**src/rtl/chip_7458_tester.sv**
```systemverilog
// ---------------------------------------------------------------------------
// chip_7458_tester
//
// Exhaustive functional tester for one 7458 dual AND-OR gate package.
// A start request walks all 1024 input combinations across the ten device
// inputs. Each vector is held for SETTLE_CYCLES cycles and then compared
// during one CHECK cycle against the ideal 7458 function.
//
// Ports
//   clk            : sole clock, rising edge
//   reset          : asynchronous, active-high reset
//   start          : request a full run (ignored while busy)
//   p1a..p1f       : section-1 device inputs (vec[0]..vec[5])
//   p2a..p2d       : section-2 device inputs (vec[6]..vec[9])
//   p1y, p2y       : device outputs returned to the tester
//   busy           : run in progress (SETTLE or CHECK)
//   done           : run complete, results valid (DONE)
//   pass           : done with zero mismatches
//   err_count      : mismatching vectors in the last run (0..1024)
//   first_fail_vec : index of the first mismatching vector, 0 if none
// ---------------------------------------------------------------------------
module chip_7458_tester #(
    parameter int unsigned SETTLE_CYCLES = 1   // legal range 1..15
) (
    input  logic        clk,
    input  logic        reset,
    input  logic        start,
    output logic        p1a,
    output logic        p1b,
    output logic        p1c,
    output logic        p1d,
    output logic        p1e,
    output logic        p1f,
    output logic        p2a,
    output logic        p2b,
    output logic        p2c,
    output logic        p2d,
    input  logic        p1y,
    input  logic        p2y,
    output logic        busy,
    output logic        done,
    output logic        pass,
    output logic [10:0] err_count,
    output logic [9:0]  first_fail_vec
);

    typedef enum logic [1:0] {
        IDLE   = 2'd0,
        SETTLE = 2'd1,
        CHECK  = 2'd2,
        DONE   = 2'd3
    } state_t;

    localparam logic [3:0]  SETTLE_LAST = 4'(SETTLE_CYCLES - 1);
    localparam logic [9:0]  LAST_VEC    = 10'd1023;
    localparam logic [10:0] ERR_MAX     = 11'd1024;

    state_t      state_q, state_d;
    logic [9:0]  vec_q, vec_d;
    logic [3:0]  scnt_q, scnt_d;
    logic [10:0] err_q, err_d;
    logic [9:0]  ffv_q, ffv_d;
    logic        fail_seen_q, fail_seen_d;

    logic        exp1, exp2, mismatch;
    logic [9:0]  drive;

    // Ideal device response, computed from the vector being applied.
    assign exp1     = (vec_q[0] & vec_q[1] & vec_q[2]) | (vec_q[3] & vec_q[4] & vec_q[5]);
    assign exp2     = (vec_q[6] & vec_q[7]) | (vec_q[8] & vec_q[9]);
    assign mismatch = (p1y != exp1) | (p2y != exp2);

    always_comb begin
        state_d     = state_q;
        vec_d       = vec_q;
        scnt_d      = scnt_q;
        err_d       = err_q;
        ffv_d       = ffv_q;
        fail_seen_d = fail_seen_q;

        case (state_q)
            IDLE, DONE: begin
                if (start) begin
                    vec_d       = '0;
                    scnt_d      = '0;
                    err_d       = '0;
                    ffv_d       = '0;
                    fail_seen_d = 1'b0;
                    state_d     = SETTLE;
                end
            end

            SETTLE: begin
                scnt_d = 4'(scnt_q + 4'd1);
                if (scnt_q == SETTLE_LAST) begin
                    state_d = CHECK;
                end
            end

            CHECK: begin
                if (mismatch) begin
                    // Saturate defensively; 1024 is only reachable if every vector fails.
                    if (err_q != ERR_MAX) begin
                        err_d = 11'(err_q + 11'd1);
                    end
                    if (!fail_seen_q) begin
                        ffv_d       = vec_q;
                        fail_seen_d = 1'b1;
                    end
                end
                if (vec_q == LAST_VEC) begin
                    state_d = DONE;
                end else begin
                    vec_d   = 10'(vec_q + 10'd1);
                    scnt_d  = '0;
                    state_d = SETTLE;
                end
            end

            default: state_d = IDLE;
        endcase
    end

    always_ff @(posedge clk or posedge reset) begin
        if (reset) begin
            state_q     <= IDLE;
            vec_q       <= '0;
            scnt_q      <= '0;
            err_q       <= '0;
            ffv_q       <= '0;
            fail_seen_q <= 1'b0;
        end else begin
            state_q     <= state_d;
            vec_q       <= vec_d;
            scnt_q      <= scnt_d;
            err_q       <= err_d;
            ffv_q       <= ffv_d;
            fail_seen_q <= fail_seen_d;
        end
    end

    // Status and pin drive decode directly from state flops (no extra delay).
    assign busy  = (state_q == SETTLE) || (state_q == CHECK);
    assign done  = (state_q == DONE);
    assign pass  = done && (err_q == '0);
    assign drive = busy ? vec_q : 10'd0;

    assign err_count      = err_q;
    assign first_fail_vec = ffv_q;

    assign p1a = drive[0];
    assign p1b = drive[1];
    assign p1c = drive[2];
    assign p1d = drive[3];
    assign p1e = drive[4];
    assign p1f = drive[5];
    assign p2a = drive[6];
    assign p2b = drive[7];
    assign p2c = drive[8];
    assign p2d = drive[9];

endmodule

```
**config.mk**
```make
export PLATFORM = sky130hd
export DESIGN_NAME = chip_7458_tester
export DESIGN_NICKNAME = d
export VERILOG_FILES = /design/src/rtl/chip_7458_tester.sv
export SDC_FILE = /design/constraint.sdc
export NUM_CORES = 1
export LEC_CHECK = 0
export CORE_MARGIN = 4
export CORE_UTILIZATION = 45
export DETAILED_ROUTE_END_ITERATION = 7
export PLACE_DENSITY = 0.7
export SYNTH_ARGS = -nofsm -noshare
export SYNTH_HDL_FRONTEND = slang
export SYNTH_SLANG_ARGS = --single-unit
```
**constraint.sdc**
```tcl
create_clock -name clk -period 6.5 [get_ports clk]
set_clock_uncertainty 0.15 [all_clocks]
set_input_delay 1.3 -clock clk [delete_from_list [all_inputs] [get_ports clk]]
set_output_delay 1.3 -clock clk [all_outputs]
set_load 0.005 [all_outputs]
```
==> summary.md <==
| Metric | Value |
|---|---|
| Util after Layout | 0.5770 |
| Max_slew headroom | 0.5853 |
| Worst Hold Class | reg2reg |
| CTS Root Cell | clkbuf_8 |
| H-tree depth | 2 |
| Async SR Flop Fraction | 1.000 |
| Number of distinct library cells after synthesis | 42 |
| CTS tree | yes |
| Clock Latency Late Sink | 0.30 ns |
| ANT cells | 0 |
| Type of origin of the critical path | flop |
| Final setup fails | 0 |
| Row count | 25 |
| CP Launch Point | state_q[0] |
| Crit path time final | 3.443 ns |
| Fraction of layout cells with a size suffix above 1 | 0.06969 |
| EDFF count, synth | 0 |
| Main synth FF type | dfrtp_1 |
| Cells after Synth | 253 |
| Dpl hpwl | 3306 µm |
| Pre-antenna DRT Iters | 4 |
| Via density | 5.184 |
| PwrDens | 296.4 mW/mm² |
| Area grow syn2layout | 22.61% |
| Port Buf Inserts | 38 |
| RSZ-0062 raised after global routing | no |
| Leak Pwr | 1.170 nW |
| Worst path depth | 4 |
| WHS Path Cells | 1 |
| Period utilization | 0.5297 |
| Initial drt markers | 126 |
| Slew Limit Fails | 0 |
| Largest net degree at the start of global routing | 39 |
| Worst reg2reg setup slack | 3.54 ns |
| Post-Route Setup TNS | 0 ns |
| Ranking of synthesized cells by area | dfrtp_1 42%, nand2_1 5.7%, ha_1 5.6% |
| Slowest cell delay on critical path | 0.51 ns |
| Count of state elements after synthesis | 38 |
| Clock sinks | 38 |
| Die area | 0.006201 mm² |
| Register-to-Register Path Depth | 8 |
| Fin nets | 301 |
| Min Hold Slack | 0.3566 ns |
| Maxcap violations | 0 |
| Cell Area, Synth | 0.002252 mm² |
| Post-cts sizing count | 0 |
| Post-synth top cells | 38 x dfrtp_1, 34 x nand2_1, 25 x o21ai_0 |
| Horiz. Die Dim | 78.75 µm |
| Final Wtd Congestion | 0.8757 |
| Syn nets | 268 |
| CP Capture Type | primary output |
| Final-report hold violation count | 0 |
| RR Endpoint | vec_q[4] |
| Cts bufs inserted | 5 |
| Synth area leader | dfrtp_1 |
| Core ar. | 0.004786 mm² |
| Vias in the first global route | 1,736 |
| Number of buffers inserted by post-CTS setup repair | 0 |
| Total number of vias | 1,835 |
| Mean Syn Cell Area | 8.902 µm² |
| First-pass GRT wire length | 8259 µm |
| Worst-path fanout max | 15 |
| # IOs | 39 |
| Hold-fix buffers, CTS | 0 |
| Fmax | 290.4 MHz |
| GR Overflow Total | 0 |
| Count leader, synth | dfrtp_1 |
| Maximum VDD drop | 246.6 µV |
| Fillers | 440 |
| Worst Path Class, Setup | reg2out |
| Synth Warn # | 0 |
| Initial Utilization | 0.4706 |
| Sequential area share after synthesis | 0.4222 |
| Drt wl/cell | 13.34 µm |
| Die outline height | 78.75 µm |
| Gr usage total | 0.1701 |
| Required time of the critical path | 5.05 ns |
| Critical path capture point | p1c |
| DRC | 0 |
| CTS max path bufs | 2 |
| Worst reg2reg path startpoint | state_q[0] |
| Worst Path Arrival | 1.99 ns |
| Number of buffers and inverters on the critical path | 2 |
| Delay-heaviest family, CP | buffers and inverters |
| Critical path, cell by cell | inv_1, ha_1, nor2b_1, clkdlybuf4s50_1 |
| Clock-pin slew on the worst setup and hold paths | 0.08 ns |
| Final antenna-violating net count | 0 |
| Slowest cell on crit path | clkdlybuf4s50_1 |
| Status | complete, no violations |
| Synth top area share | 0.4222 |
| Final WL | 4724 µm |
| Worst Tran Pin Value | 0.6164 ns |
| Initial antenna violation count | 0 |
## worst min path at each step
stage	slack (ns)	to	from
5_1_grt	0.39	fail_seen_q	fail_seen_q
3_5_place_dp	0.32	scnt_q[3]	scnt_q[3]
3_3_place_gp	0.32	scnt_q[3]	scnt_q[3]
4_1_cts	0.35	scnt_q[3]	scnt_q[3]
6_report	0.36	scnt_q[3]	scnt_q[3]
2_1_floorplan	0.30	scnt_q[3]	scnt_q[3]
## per-stage QoR
step           power, mW  instances  setup WS, ns  cell area (µm²)
5_1_grt           0.8844        354         2.893             2761
6_report          0.8184        354         3.057             2761
4_1_cts           0.8258        354         3.034             2761
3_3_place_gp      0.6224        346         3.251             2653
2_1_floorplan     0.5360        253         3.892             2252
3_5_place_dp      0.6269        346         3.194             2653
## kinds of logic (layout without fill, tap and decap cells)
| group | Yosys count | after routing | share of synthesized area |
|---|---|---|---|
| AOI/OAI and AO/OA | 55 | 55 | 0.1622 |
| xor gates and xnor gates | 1 | 1 | 0.003890 |
| adders and majority gates | 10 | 10 | 0.05556 |
| buffers and inverters | 34 | 68 | 0.06833 |
| DFF | 38 | 38 | 0.4222 |
| muxes | 13 | 13 | 0.06056 |
| and+or+nand+nor | 102 | 102 | 0.2272 |
## cell type report
class,instances,area (µm²),area share
clock buffers,5,68.82,0.02492
well taps,67,83.83,0.03036
repair buffers,40,395.4,0.1432
multi-input cells,181,1147,0.4155
clock inverters,3,40.04,0.01450
flip-flops and latches,38,950.9,0.3444
inverters,20,75.07,0.02719
## cell usage in the layout, fill, tap and decap left out, drive strengths merged, types with 4 or more instances in the layout
master         instances
nor2                  11
inv                   20
and2                   4
or2                    4
clkbuf                 5
nand2b                 4
o31ai                 12
dfrtp                 38
nor2b                 14
ha                    10
o21ai                 26
clkdlybuf4s50         38
mux2i                 11
a31oi                  6
nor3                   4
nand2                 35
nand3                 14
and3                   4
## where the power goes
group | switching [mW] | leakage, nW | internal (mW) | total, mW
combinational | 0.198 | 0.588 | 0.136 | 0.334
clock | 0.0858 | 0.0579 | 0.113 | 0.199
sequential | 0.0270 | 0.524 | 0.258 | 0.285
## routing by layer
| layer | part of all wire | vias up | wire (µm) | track usage |
|---|---|---|---|---|
| met1 | 0.47 | 850 | 2243 | 0.2305 |
| li1 | - | 938 | - | - |
| met3 | 0.054 | 7 | 257 | 0.03288 |
| met4 | 0.017 | 0 | 81 | 0.07867 |
| met5 | 0 | - | 0 | 0 |
| met2 | 0.45 | 40 | 2140 | 0.2632 |
## flip-flops by register name (all words and copies together) (netlist names)
| register | cells |
|---|---|
| scnt_q | 4 |
| err_count | 11 |
| fail_seen_q | 1 |
| vec_q | 10 |
| first_fail_vec | 10 |
| state_q | 2 |
Power figures use the tool's default switching activity.
